`src/rtl/mips_muldiv_if.sv`:
```
`default_nettype none
// +----------------------------------------------------------------------+
// | Interface : mips_muldiv_if                                           |
// | Purpose   : request/response bundle between the EX stage control     |
// |             and the iterative multiply/divide unit.                  |
// | Revision  : 1.0 - initial release                                    |
// +----------------------------------------------------------------------+
interface mips_muldiv_if #(
  parameter int WIDTH = 32
);
  logic             start;
  logic [2:0]       op;
  logic [WIDTH-1:0] a;
  logic [WIDTH-1:0] b;
  logic             flush;
  logic             busy;
  logic             done;
  logic [WIDTH-1:0] hi;
  logic [WIDTH-1:0] lo;

  modport master (
    output start, op, a, b, flush,
    input  busy, done, hi, lo
  );

  modport slave (
    input  start, op, a, b, flush,
    output busy, done, hi, lo
  );
endinterface
`default_nettype wire

```
`src/rtl/mips_muldiv_unit.sv`:
```
`default_nettype none
// +----------------------------------------------------------------------+
// | Module    : mips_muldiv_unit                                         |
// | Purpose   : iterative MULT/MULTU/DIV/DIVU unit with HI/LO registers  |
// |             and MTHI/MTLO writes; one bit per clock, WIDTH clocks of |
// |             iteration plus one finishing clock.                      |
// | Revision  : 1.0 - initial release                                    |
// +----------------------------------------------------------------------+
module mips_muldiv_unit #(
  parameter int WIDTH = 32
) (
  input  logic          clk,
  input  logic          rst_n,
  mips_muldiv_if.slave  bus
);

  localparam int              c_cnt_w    = (WIDTH > 1) ? $clog2(WIDTH) : 1;
  localparam logic [c_cnt_w-1:0] c_cnt_last = c_cnt_w'(WIDTH - 1);

  localparam logic [2:0] c_op_mult  = 3'd0;
  localparam logic [2:0] c_op_multu = 3'd1;
  localparam logic [2:0] c_op_div   = 3'd2;
  localparam logic [2:0] c_op_divu  = 3'd3;
  localparam logic [2:0] c_op_mthi  = 3'd4;
  localparam logic [2:0] c_op_mtlo  = 3'd5;

  typedef enum logic [1:0] {
    S_IDLE   = 2'd0,
    S_CALC   = 2'd1,
    S_FINISH = 2'd2
  } state_t;

  state_t                r_state;
  state_t                w_state_nxt;
  logic [c_cnt_w-1:0]    r_cnt;
  logic                  r_busy;
  logic                  r_done;
  logic [WIDTH-1:0]      r_hi;
  logic [WIDTH-1:0]      r_lo;
  // Upper half: partial product / partial remainder.
  // Lower half: multiplier / dividend shifting out, quotient shifting in.
  logic [2*WIDTH-1:0]    r_acc;
  logic [WIDTH-1:0]      r_opm;     // multiplicand or divisor magnitude
  logic [WIDTH-1:0]      r_a_orig;  // unmodified dividend for divide-by-zero
  logic                  r_is_div;
  logic                  r_sign_q;
  logic                  r_sign_r;
  logic                  r_div0;

  logic                  w_signed_op;
  logic                  w_div_op;
  logic                  w_muldiv_op;
  logic [WIDTH-1:0]      w_abs_a;
  logic [WIDTH-1:0]      w_abs_b;
  logic [WIDTH:0]        w_mul_sum;
  logic [WIDTH:0]        w_div_shift;
  logic                  w_div_ge;
  logic [WIDTH-1:0]      w_div_diff;
  logic [WIDTH-1:0]      w_div_rem;
  logic [2*WIDTH-1:0]    w_prod_fix;
  logic [WIDTH-1:0]      w_quo_fix;
  logic [WIDTH-1:0]      w_rem_fix;

  assign bus.busy = r_busy;
  assign bus.done = r_done;
  assign bus.hi   = r_hi;
  assign bus.lo   = r_lo;

  // Decode the requested operation and form operand magnitudes.
  always_comb begin
    w_signed_op = (bus.op == c_op_mult) || (bus.op == c_op_div);
    w_div_op    = (bus.op == c_op_div)  || (bus.op == c_op_divu);
    w_muldiv_op = (bus.op == c_op_mult) || (bus.op == c_op_multu) || w_div_op;
    w_abs_a     = (w_signed_op && bus.a[WIDTH-1]) ? (~bus.a + 1'b1) : bus.a;
    w_abs_b     = (w_signed_op && bus.b[WIDTH-1]) ? (~bus.b + 1'b1) : bus.b;
  end

  // One shift-add multiply step and one restoring-divide step per clock.
  always_comb begin
    w_mul_sum   = {1'b0, r_acc[2*WIDTH-1:WIDTH]} + {1'b0, (r_acc[0] ? r_opm : {WIDTH{1'b0}})};
    w_div_shift = {r_acc[2*WIDTH-1:WIDTH], r_acc[WIDTH-1]};
    w_div_ge    = (w_div_shift >= {1'b0, r_opm});
    // Only used when the shifted remainder is at least the divisor, so the
    // true difference is below the divisor and fits in WIDTH bits.
    w_div_diff  = w_div_shift[WIDTH-1:0] - r_opm;
    w_div_rem   = w_div_ge ? w_div_diff : w_div_shift[WIDTH-1:0];
  end

  // Sign fixups applied when the result is committed.
  always_comb begin
    w_prod_fix = r_sign_q ? (~r_acc + 1'b1) : r_acc;
    w_quo_fix  = r_sign_q ? (~r_acc[WIDTH-1:0] + 1'b1) : r_acc[WIDTH-1:0];
    w_rem_fix  = r_sign_r ? (~r_acc[2*WIDTH-1:WIDTH] + 1'b1) : r_acc[2*WIDTH-1:WIDTH];
  end

  // Next-state logic; flush always returns to IDLE and beats FINISH.
  always_comb begin
    w_state_nxt = r_state;
    case (r_state)
      S_IDLE: begin
        if (bus.start && !bus.flush && w_muldiv_op) begin
          w_state_nxt = S_CALC;
        end
      end
      S_CALC: begin
        if (bus.flush) begin
          w_state_nxt = S_IDLE;
        end else if (r_cnt == c_cnt_last) begin
          w_state_nxt = S_FINISH;
        end
      end
      S_FINISH: w_state_nxt = S_IDLE;
      default:  w_state_nxt = S_IDLE;
    endcase
  end

  // State register and the registered busy flag.
  always_ff @(posedge clk or negedge rst_n) begin
    if (!rst_n) begin
      r_state <= S_IDLE;
      r_busy  <= 1'b0;
    end else begin
      r_state <= w_state_nxt;
      r_busy  <= (w_state_nxt != S_IDLE);
    end
  end

  // Datapath: operand capture, iteration, result commit and done pulse.
  always_ff @(posedge clk or negedge rst_n) begin
    if (!rst_n) begin
      r_cnt    <= '0;
      r_done   <= 1'b0;
      r_hi     <= '0;
      r_lo     <= '0;
      r_acc    <= '0;
      r_opm    <= '0;
      r_a_orig <= '0;
      r_is_div <= 1'b0;
      r_sign_q <= 1'b0;
      r_sign_r <= 1'b0;
      r_div0   <= 1'b0;
    end else begin
      r_done <= 1'b0;
      case (r_state)
        S_IDLE: begin
          if (bus.start && !bus.flush) begin
            if (bus.op == c_op_mthi) begin
              r_hi <= bus.a;
            end else if (bus.op == c_op_mtlo) begin
              r_lo <= bus.a;
            end else if (w_muldiv_op) begin
              r_cnt    <= '0;
              r_is_div <= w_div_op;
              r_opm    <= w_div_op ? w_abs_b : w_abs_a;
              r_acc    <= {{WIDTH{1'b0}}, (w_div_op ? w_abs_a : w_abs_b)};
              r_a_orig <= bus.a;
              r_sign_q <= w_signed_op && (bus.a[WIDTH-1] ^ bus.b[WIDTH-1]);
              r_sign_r <= w_signed_op && bus.a[WIDTH-1];
              r_div0   <= (bus.b == {WIDTH{1'b0}});
            end
          end
        end
        S_CALC: begin
          if (!bus.flush) begin
            r_cnt <= r_cnt + 1'b1;
            if (r_is_div) begin
              r_acc <= {w_div_rem, r_acc[WIDTH-2:0], w_div_ge};
            end else begin
              r_acc <= {w_mul_sum, r_acc[WIDTH-1:1]};
            end
          end
        end
        S_FINISH: begin
          if (!bus.flush) begin
            r_done <= 1'b1;
            if (!r_is_div) begin
              {r_hi, r_lo} <= w_prod_fix;
            end else if (r_div0) begin
              r_hi <= r_a_orig;
              r_lo <= {WIDTH{1'b1}};
            end else begin
              r_hi <= w_rem_fix;
              r_lo <= w_quo_fix;
            end
          end
        end
        default: ;
      endcase
    end
  end

endmodule
`default_nettype wire

```
`src/flat_wrapper.sv`:
```
// flat-port wrapper written by rule: the top's interface ports become plain ports
module mips_muldiv_unit_flat 
#(
  parameter int WIDTH = 32
)
  (clk, rst_n, bus_start, bus_op, bus_a, bus_b, bus_flush, bus_busy, bus_done, bus_hi, bus_lo);
  mips_muldiv_if #(.WIDTH(WIDTH)) bus_i ();
  input  logic clk;
  input  logic rst_n;
  input wire logic [$bits(bus_i.start)-1:0] bus_start;
  input wire logic [$bits(bus_i.op)-1:0] bus_op;
  input wire logic [$bits(bus_i.a)-1:0] bus_a;
  input wire logic [$bits(bus_i.b)-1:0] bus_b;
  input wire logic [$bits(bus_i.flush)-1:0] bus_flush;
  output wire logic [$bits(bus_i.busy)-1:0] bus_busy;
  output wire logic [$bits(bus_i.done)-1:0] bus_done;
  output wire logic [$bits(bus_i.hi)-1:0] bus_hi;
  output wire logic [$bits(bus_i.lo)-1:0] bus_lo;
  assign bus_i.start = bus_start;
  assign bus_i.op = bus_op;
  assign bus_i.a = bus_a;
  assign bus_i.b = bus_b;
  assign bus_i.flush = bus_flush;
  assign bus_busy = bus_i.busy;
  assign bus_done = bus_i.done;
  assign bus_hi = bus_i.hi;
  assign bus_lo = bus_i.lo;
  mips_muldiv_unit #(.WIDTH(WIDTH)) u_core (.clk(clk), .rst_n(rst_n), .bus(bus_i));
endmodule
```
`config.mk`:
```
export PLATFORM = sky130hd
export DESIGN_NAME = mips_muldiv_unit_flat
export DESIGN_NICKNAME = d
export VERILOG_FILES = /design/src/rtl/mips_muldiv_if.sv /design/src/rtl/mips_muldiv_unit.sv /design/src/flat_wrapper.sv
export SDC_FILE = /design/constraint.sdc
export NUM_CORES = 1
export LEC_CHECK = 0
export CAP_MARGIN = 20
export CORE_AREA = 2 2 241 243
export CTS_CLUSTER_DIAMETER = 100
export DETAILED_ROUTE_END_ITERATION = 16
export DIE_AREA = 0 0 243 245
export SLEW_MARGIN = 10
export SYNTH_ARGS = -nofsm -noshare
export SYNTH_HDL_FRONTEND = slang
export SYNTH_SLANG_ARGS = --single-unit
```
`constraint.sdc`:
```
create_clock -name clk -period 9.51 [get_ports clk]
set_input_delay 1.902 -clock clk [delete_from_list [all_inputs] [get_ports clk]]
set_output_delay 1.902 -clock clk [all_outputs]
set_load 0.01 [all_outputs]
```
; Yosys cells after proc, flatten, opt, wreduce, memory -nomap -nowiden
; Index checks and enable logic that the tools add are counted.
[classes]
bitwise = 8
n_eq_ne = 16
muxes = 41
reduce_logical = 20
add_sub_neg = 8
n_lt_le_gt_ge = 1
[ops]
columns = cell, n
row1 = $mux 32, 19
row2 = $mux 64, 7
row3 = $add 32x1->32 const B, 4
row4 = $not 32->32, 4
row5 = $pmux 32 s2, 2
row6 = $pmux 64 s2, 1
row7 = $add 64x1->64 const B, 1
row8 = $not 64->64, 1
row9 = $add 32x32->33, 1
row10 = $ge 33x32->1, 1
row11 = $logic_not 32->1, 1
row12 = $sub 32x32->32, 1
row13 = $mux 5, 5
row14 = $pmux 5 s2, 1
row15 = $reduce_and 5->1, 2
row16 = $ne 2x1->1 const B, 4
row17 = $ne 2x2->1 const B, 4
row18 = $eq 3x2->1 const B, 2
row19 = $eq 3x3->1 const B, 2
row20 = $mux 2, 3
row21 = $reduce_and 6->1, 1
row22 = $reduce_bool 2->1, 3
row23 = $add 5x1->5 const B, 1
row24 = $eq 5x5->1 const B, 1
row25 = other kinds (13), 22
[word_totals]
input_bits = 71
elab_cells = 107
output_inout_bits = 66
register_bits = 205

; Longest topological paths before layout
; Gate-level depths: netlist of run 1.
[depth]
depth_word = 10
mapped_depth = 16
mapped_depth_nobuf = 14

; Worst setup path before layout of run 1
; Ideal clock, no wire load.
[synth_path]
path_type = input -> register
startpoint = input port bus_a[14]
endpoint = register u_core.r_acc[31]
arrival_ns = 4.025
path_slack_ns = 5.381
stages = 11
required_ns = 9.406
path_cell_list = clkbuf_1 -> or4_1 -> nor4_1 -> nand2_1 -> nor2_1 -> nand3b_1 -> o31ai_1 -> nand2_1 -> nor2_1 -> a31oi_1 -> a221oi_1
[synth_via]
elab_chain_cells = 9
[synth_rtl]
columns = element, line
row1 = start: declaration, flat_wrapper.sv:12  ; input wire logic [$bits(bus_i.a)-1:0] bus_a;
row2 = $not 32->32, mips_muldiv_unit.sv:74  ; w_abs_a = (w_signed_op && bus.a[WIDTH-1]) ? (~bus.a + 1'b1) : bus.a;
row3 = $add 32x1->32, mips_muldiv_unit.sv:74
row4 = $mux 32, mips_muldiv_unit.sv:74
row5 = $mux 32, mips_muldiv_unit.sv:155  ; r_acc <= {{WIDTH{1'b0}}, (w_div_op ? w_abs_a : w_abs_b)};
row6 = $mux 64, mips_muldiv_unit.sv:151  ; end else if (w_muldiv_op) begin
row7 = $mux 64, mips_muldiv_unit.sv:149  ; end else if (bus.op == c_op_mtlo) begin
row8 = $mux 64, mips_muldiv_unit.sv:147  ; if (bus.op == c_op_mthi) begin
row9 = $mux 64, mips_muldiv_unit.sv:146  ; if (bus.start && !bus.flush) begin
row10 = $pmux 64 s2, mips_muldiv_unit.sv:144  ; case (r_state)
row11 = end signal: assignment, mips_muldiv_unit.sv:155
row12 = end signal: assignment, mips_muldiv_unit.sv:167  ; r_acc <= {w_div_rem, r_acc[WIDTH-2:0], w_div_ge};
row13 = end signal: assignment, mips_muldiv_unit.sv:169  ; r_acc <= {w_mul_sum, r_acc[WIDTH-1:1]};
row14 = end: declaration, mips_muldiv_unit.sv:42  ; logic [2*WIDTH-1:0] r_acc;
; No other way between the ends. The select of a mux whose other input is x is not followed.
; A chain may end at the register's enable or synchronous reset.

; Final worst setup path of run 1
[layout_path]
startpoint = input port bus_a[0]
endpoint = register u_core.r_opm[16]
[layout_via]
elab_chain_cells = 4
[layout_rtl]
columns = element, line
row1 = $not 32->32, mips_muldiv_unit.sv:74
row2 = $add 32x1->32, mips_muldiv_unit.sv:74
row3 = $mux 32, mips_muldiv_unit.sv:74
row4 = $mux 32, mips_muldiv_unit.sv:154  ; r_opm <= w_div_op ? w_abs_b : w_abs_a;
row5 = end signal: assignment, mips_muldiv_unit.sv:154
row6 = end: declaration, mips_muldiv_unit.sv:43  ; logic [WIDTH-1:0] r_opm;
; No other way between the ends.

==> insert_results.sql, run 1 <==
INSERT INTO impl_metrics (metric_group, metric, value, unit) VALUES
('pwr', 'power_per_cell_area', '262', 'mW/mm2'),
('worst_setup_path', 'worst_setup_path_start_kind', 'input pin', ''),
('placement', 'placed_area', '0.0188', 'mm2'),
('floorplanning', 'dieWidth', '243', 'um'),
('yosys', 'synth_enable_flop_cells', '0', ''),
('pwr', 'total_power', '5.18', 'mW'),
('sta', 'final-max-slew-violation-count', '0', ''),
('sta', 'finalClockSkew', '0.0195', 'ns'),
('finish', 'post-route-util', '34.7', '%'),
('sta', 'slew_headroom', '30.9', '%'),
('finish', 'instances_no_fill', '3011', ''),
('drt', 'routed_wl', '68000', 'um'),
('sta', 'worst-slew-pin-transition', '1.04', 'ns'),
('yosys', 'postSynth.asyncResetShare', '100', '%'),
('sta', 'worst_slack', '4.61', 'ns'),
('floorplanning', 'floorplan.initialDensity', '29.6', '%'),
('pwr', 'cellLeakagePower', '8.21', 'nW'),
('yosys', 'netlist_top_cells_area', 'dfrtp_1, a21oi_1, nand2_1', ''),
('yosys', 'netlist_instances', '2197', ''),
('drt', 'final_antenna_net_count', '0', ''),
('yosys', 'sequential_cell_area_fraction_in_the_yosys_report', '30.4', '%'),
('worst_setup_path', 'required', '9.94', 'ns'),
('yosys', 'synth_area', '0.0169', 'mm2'),
('floorplanning', 'floorplan.die_area', '0.0595', 'mm2'),
('placement', 'post-dp-hpwl', '50300', 'um'),
('placement', 'dp.cells', '2960', ''),
('finish', 'fin_area', '0.0198', 'mm2'),
('yosys', 'yosys_most_used_dff', 'dfrtp_1', ''),
('worst_setup_path', 'cp_data_arrival_time', '5.32', 'ns'),
('yosys', 'yosysWarnings', '0', ''),
('placement', 'port-buffer-count', '136', ''),
('yosys', 'netlist.area_leader.share', '30.4', '%'),
('global_routing', 'grtUsageTotal', '22.0', '%'),
('global_routing', 'grt_max_degree', '76', ''),
('yosys', 'synth_commonest_cells', 'nand2_1, nor2_1, a21oi_1, dfrtp_1, o21ai_0', ''),
('global_routing', 'antenna_found_initial', '1', ''),
('clocking', 'cts_tree', 'built', ''),
('yosys', 'yosys.cell_types.count', '82', ''),
('sta', 'setup_tns', '0', 'ns'),
('global_routing', 'first_global_vias', '16291', ''),
('yosys', 'syn-mean-instance-area', '7.68', 'um2'),
('hold_path', 'timing.hold.worst.class', 'reg2reg', ''),
('floorplanning', 'die_y', '245', 'um'),
('clocking', 'clockBufferDepth', '3', ''),
('clocking', 'post_cts_hold_buffer_count', '0', ''),
('drt', 'avg_wl_per_cell', '22.6', 'um'),
('finish', 'syn_to_final_growth', '17.2', '%'),
('clocking', 'clk_pin_slew', '0.06', 'ns'),
('pwr', 'max-vdd-ir-drop', '0.115', 'mV'),
('yosys', 'synthMostInstantiatedCell', 'nand2_1', ''),
('finish', 'final_layout_size_suffix_gt1_share', '4.81', '%'),
('finish', 'final_nets', '2368', ''),
('sta', 'report.final.setup_viol', '0', ''),
('clocking', 'tritoncts.num_buffers', '26', ''),
('clocking', 'postCtsSetupBuffers', '0', ''),
('clocking', 'post_cts_resize_count', '0', ''),
('drt', 'viasPerCell', '5.75', ''),
('drt', 'num_vias', '17302', ''),
('placement', 'dp_worst_setup_slack', '4.17', 'ns'),
('worst_setup_path', 'critical_path.endpoint_type', 'flop', ''),
('flow_run', 'drv.max_cap_violation_count', '0', ''),
('drt', 'detailedRoute.firstIterationViolations', '1579', ''),
('placement', 'gp_routability_congestion', '0.934', ''),
('global_routing', 'first_pass_grt_wire_length', '101000', 'um'),
('drt', 'first_pass_iters', '6', ''),
('clocking', 'clkSinkCount', '205', ''),
('sta', 'grt_setup_unrepaired', 'false', ''),
('clocking', 'clockRootBuffer', 'clkbuf_16', ''),
('clocking', 'clock_insertion_delay_worst_skew', '0.57', 'ns'),
('sta', 'maxClockFrequency', '204', 'MHz'),
('clocking', 'htree_num_levels', '1', ''),
('worst_setup_path', 'critical_path_class', 'in2reg', ''),
('run_status', 'run_status', 'completed', ''),
('sta', 'period_share', '51.5', '%'),
('yosys', 'netlist.top_cell.by_area', 'dfrtp_1', ''),
('yosys', 'yosys_register_bits', '205', ''),
('global_routing', 'global_route.overflow_total', '0', ''),
('drt', 'route.detailed.drc', '0', ''),
('worst_setup_path', 'worst-path-max-fanout', '5', ''),
('floorplanning', 'io_pins', '137', ''),
('yosys', 'synth_nets', '2340', ''),
('floorplanning', 'std_cell_rows', '88', ''),
('sta', 'worst_hold_slack', '0.475', 'ns'),
('sta', 'hold_viol_final', '0', ''),
('sta', 'period_needed', '4.90', 'ns'),
('floorplanning', 'fp.coreArea', '0.0570', 'mm2');
-- kinds of logic (layout without fill, tap and decap cells) --
logic type	after synthesis	count (layout)	synth area share, %
compound gates	728	728	26.8
other cells	0	1	0
flops	205	205	30.4
buf+inv	235	283	5.36
simple gates	715	715	18.9
fa+ha+maj	72	72	5.43
mux	66	66	3.95
xor+xnor	176	176	9.13
-- state kept, by name, indices dropped and copies added (netlist names), 2 cells and up --
register         count
u_core.r_acc        64
u_core.r_state       2
u_core.r_a_orig     32
u_core.bus.hi       32
u_core.bus.lo       32
u_core.r_opm        32
u_core.r_cnt         5
-- layer usage --
metal	routed length [um]	up-vias	track usage, %
met2	31800	786	36.7
met3	4950	141	3.27
met4	3000	0	8.39
li1	-	7906	-
met5	0	-	0
met1	28300	8469	28.7
-- final cells by class --
type / count / area (um2)
inverters: 72 / 270
clock buffers: 35 / 736
clock inverters: 13 / 198
repair buffers: 163 / 1600
fillers: 6037 / 37200
diodes: 1 / 2.50
multi-input cells: 1757 / 10900
well taps: 765 / 957
flip-flops and latches: 205 / 5130
-- cell usage in the layout, fill, tap and decap left out, types with 7 or more instances in the layout --
cell,instances
a2111oi_0,7
a211oi_1,43
a21o_1,37
a21oi_1,217
a221oi_1,11
a22o_1,7
a22oi_1,17
a31oi_1,22
and3_1,10
buf_4,25
clkbuf_16,27
clkdlybuf4s50_1,135
dfrtp_1,204
ha_1,70
inv_1,72
mux2i_1,61
nand2_1,285
nand2b_1,18
nand3_1,37
nand4_1,8
nor2_1,225
nor2b_1,8
nor3_1,44
nor4_1,11
o211ai_1,18
o21a_1,8
o21ai_0,139
o21ai_1,56
o21bai_1,8
o221ai_1,7
o22ai_1,47
o31ai_1,28
o41ai_1,8
or3_1,16
or4_1,11
xnor2_1,113
xor2_1,63
-- worst paths after layout --
kind | depth (start not counted) | slack [ns] | end | startpoint
hold reg to reg | 2 | 0.47 | u_core.r_a_orig[17] | u_core.r_a_orig[17]
hold / removal | 2 | 0.47 | u_core.r_a_orig[17] | u_core.r_a_orig[17]
setup reg to reg | 14 | 4.89 | u_core.r_acc[63] | u_core.r_acc[0]
min in group asynchronous | 1 | 1.33 | u_core.bus.lo[7] | rst_n
setup / recovery | 12 | 4.61 | u_core.r_opm[16] | bus_a[0]
max in group asynchronous | 2 | 6.72 | u_core.bus.hi[21] | rst_n
-- power breakdown --
group / internal, mW / switching, mW / leakage, nW
clock network: 0.676 / 0.421 / 0.451
logic: 1.08 / 1.50 / 5.25
registers: 1.09 / 0.428 / 2.51
-- critical path, cell delays in order --
cell	delay [ns]
clkdlybuf4s50_1	0.57
inv_1	0.27
ha_1	0.20
nor3b_1	0.33
nand2_1	0.27
nor3_1	0.51
nand2_1	0.22
o41ai_1	0.35
xor2_1	0.28
nor2_1	0.07
a211oi_1	0.29
a21oi_1	0.07
Power figures use the tool's default switching activity.
==> run 2: changes to the inputs <==
==> constraint.sdc (replaced) <==
create_clock -name clk -period 3.95 [get_ports clk]
set_input_delay 0.79 -clock clk [delete_from_list [all_inputs] [get_ports clk]]
set_output_delay 0.79 -clock clk [all_outputs]
set_load 0.01 [all_outputs]
==> run 2 against run 1 <==
Design area grew 4.2%. Power increased by 150%. Critical endpoint is now u_core.r_acc[63]. Register-to-register slack worse by 4.6 ns. Worst setup slack worse by 4.3 ns. Global-route usage rose by 1.5 points. First-iteration DRC count rose by 11%. Sequential power increased by 120%.
==> insert_results.sql, run 2 (synthesis gave the netlist of run 1 again) <==
INSERT INTO impl_metrics (metric_group, metric, value, unit) VALUES
('worst_setup_path', 'critPathSlowestCell', 'a2111oi_1', ''),
('finish', 'multi_input_area', '0.0109', 'mm2'),
('floorplanning', 'dieWidth', '243', 'um'),
('sta', 'slew_headroom', '27.2', '%'),
('finish', 'final_common_cell', 'nand2_1', ''),
('sta', 'worst_hold_slack', '0.251', 'ns'),
('clocking', 'clk_pin_slew', '0.06', 'ns'),
('finish', 'regMostFlops', 'u_core.r_acc', ''),
('clocking', 'tritoncts.num_buffers', '27', ''),
('floorplanning', 'io_pins', '137', ''),
('run_status', 'run_status', 'completed', ''),
('worst_setup_path', 'worst_path_largest_cell_delay', '0.50', 'ns'),
('clocking', 'htree_num_levels', '1', ''),
('floorplanning', 'floorplan.initialDensity', '29.6', '%'),
('worst_setup_path', 'worstSetupStartpoint', 'u_core.r_acc[0]', ''),
('clocking', 'clockRootBuffer', 'clkbuf_16', ''),
('worst_setup_path', 'critical_path.endpoint_type', 'flop', ''),
('worst_setup_path', 'cp_data_arrival_time', '4.12', 'ns'),
('sta', 'report.final.setup_viol', '0', ''),
('placement', 'gp_routability_congestion', '0.970', ''),
('finish', 'sequential_cell_area', '0.00513', 'mm2'),
('drt', 'detailedRoute.firstIterationViolations', '1758', ''),
('sta', 'period_needed', '3.68', 'ns'),
('drt', 'final_antenna_net_count', '0', ''),
('clocking', 'clockBufferDepth', '3', ''),
('floorplanning', 'fp.coreArea', '0.0570', 'mm2'),
('drt', 'num_vias', '17611', ''),
('drt', 'highest_layer', 'met4', ''),
('pwr', 'power_per_cell_area', '618', 'mW/mm2'),
('global_routing', 'global_route.overflow_total', '0', ''),
('sta', 'hold_viol_final', '0', ''),
('worst_setup_path', 'r2r-start', 'u_core.r_acc[0]', ''),
('global_routing', 'grt_max_degree', '77', ''),
('global_routing', 'grtUsageTotal', '23.5', '%'),
('worst_setup_path', 'critical_path_class', 'reg2reg', ''),
('drt', 'detailed_routing_wirelength_on_met1', '29000', 'um'),
('finish', 'number_of_flip_flops_in_the_largest_register', '64', ''),
('drt', 'route.met2.wl', '33700', 'um'),
('worst_setup_path', 'ff2ff_path_depth', '16', ''),
('placement', 'post-dp-hpwl', '54700', 'um'),
('pwr', 'cellLeakagePower', '8.74', 'nW'),
('sta', 'maxClockFrequency', '272', 'MHz'),
('worst_setup_path', 'critical_path.cell_chain', 'inv_1 > buf_12 > nor2_1 > ha_1 > nor2b_1 > o211ai_1 > a31oi_1 > a2111oi_1 > nor2_1 > a211oi_1 > buf_4 > o31ai_1 > buf_4 > a311o_1 > o211ai_1 > a22oi_1', ''),
('placement', 'port-buffer-count', '136', ''),
('worst_setup_path', 'critical-path-top-delay-family', 'compound AO/OA/AOI/OAI gates', ''),
('drt', 'met3_wirelength', '5840', 'um'),
('floorplanning', 'floorplan.die_area', '0.0595', 'mm2'),
('floorplanning', 'die_y', '245', 'um'),
('sta', 'worst-slew-pin-transition', '1.09', 'ns'),
('drt', 'routed_wl', '72100', 'um'),
('sta', 'final-max-slew-violation-count', '0', ''),
('drt', 'first_pass_iters', '5', ''),
('clocking', 'post_cts_hold_buffer_count', '0', ''),
('clocking', 'clkSinkCount', '205', ''),
('global_routing', 'first_pass_grt_wire_length', '108000', 'um'),
('drt', 'route.detailed.drc', '0', ''),
('sta', 'finalClockSkew', '0.0128', 'ns'),
('worst_setup_path', 'worst-path-max-fanout', '14', ''),
('worst_setup_path', 'r2r_slack', '0.27', 'ns'),
('drt', 'avg_wl_per_cell', '23.1', 'um'),
('worst_setup_path', 'crit_buf_inv', '4', ''),
('hold_path', 'timing.hold.worst.class', 'in2async', ''),
('global_routing', 'first_global_vias', '17312', ''),
('global_routing', 'antenna_found_initial', '2', ''),
('drt', 'viasPerCell', '5.64', ''),
('worst_setup_path', 'worst_setup_path_start_kind', 'flop', ''),
('worst_setup_path', 'required', '4.39', 'ns'),
('clocking', 'cts_tree', 'built', ''),
('sta', 'setup_tns', '0', 'ns'),
('finish', 'final.fill_count', '6050', ''),
('floorplanning', 'std_cell_rows', '88', ''),
('finish', 'syn_to_final_growth', '22.1', '%'),
('flow_run', 'drv.max_cap_violation_count', '0', ''),
('finish', 'final_nets', '2476', ''),
('finish', 'final_layout_size_suffix_gt1_share', '9.18', '%'),
('clocking', 'clock_insertion_delay_worst_skew', '0.57', 'ns'),
('finish', 'commonest_non_fill_non_tap_cells_in_the_layout', 'nand2_1, nor2_1, a21oi_1', ''),
('sta', 'grt_setup_unrepaired', 'false', ''),
('worst_setup_path', 'critical_path.reg2reg.endpoint', 'u_core.r_acc[63]', ''),
('sta', 'period_share', '93.2', '%'),
('pwr', 'max-vdd-ir-drop', '0.281', 'mV');
run 2: cell count changes in the layout (fill, tap and decap cells not counted), sizes merged:
| cell | change |
|---|---|
| buf | +107 |
| bufinv | -4 |
| clkbuf | +2 |
| clkinv | +1 |
| diode | +2 |
| inv | +2 |
run 2: per-layer routing:
layer	vias to the layer above	track usage (%)
met3	179	4.72
met2	781	38.9
met4	0	10.4
li1	8123	-
met1	8528	29.5
met5	-	0
run 2: report_power, final:
part	switching, mW	internal (mW)	total, mW
clock	1.06	1.40	2.46
sequential	0.646	2.63	3.27
combinational	4.10	2.92	7.02
run 2: cell type report:
type	instances	area share (%)
Tap cell	765	4.64
Timing Repair Buffer	270	12.1
Clock inverter	12	0.486
Multi-Input combinational cell	1757	52.9
Sequential cell	205	24.9
Inverter	72	1.31
Clock buffer	37	3.65
Antenna cell	3	0.0364
run 2: timing repair:
action,in CTS,in global routing
resized for setup,0,3
buffers inserted,0,0
endpoints found under the setup margin,0,4
run 2: worst max path at each step:
stage                             to  slack (ns)  depth (start not counted)
floorplan           u_core.r_acc[63]        0.39                         15
global placement    u_core.r_opm[21]        0.09                         12
detailed placement  u_core.r_opm[21]        0.08                         12
CTS                  u_core.r_acc[0]        0.28                         12
global route         u_core.r_acc[0]       0.006                         12
finish              u_core.r_acc[63]        0.27                         16
run 2: per-stage QoR:
stage | cells | util (%) | worst slack (ns) | total power, mW | instance area [um2]
2_1_floorplan | 2197 | - | 0.387 | 7.67 | 16900
3_3_place_gp | 3067 | 34.5 | 0.0853 | 10.1 | 19700
3_5_place_dp | 3067 | 34.5 | 0.0803 | 10.2 | 19700
4_1_cts | 3116 | 36.0 | 0.276 | 12.6 | 20600
5_1_grt | 3121 | 36.1 | 0.00637 | 13.5 | 20600
6_report | 3121 | 36.1 | 0.267 | 12.7 | 20600
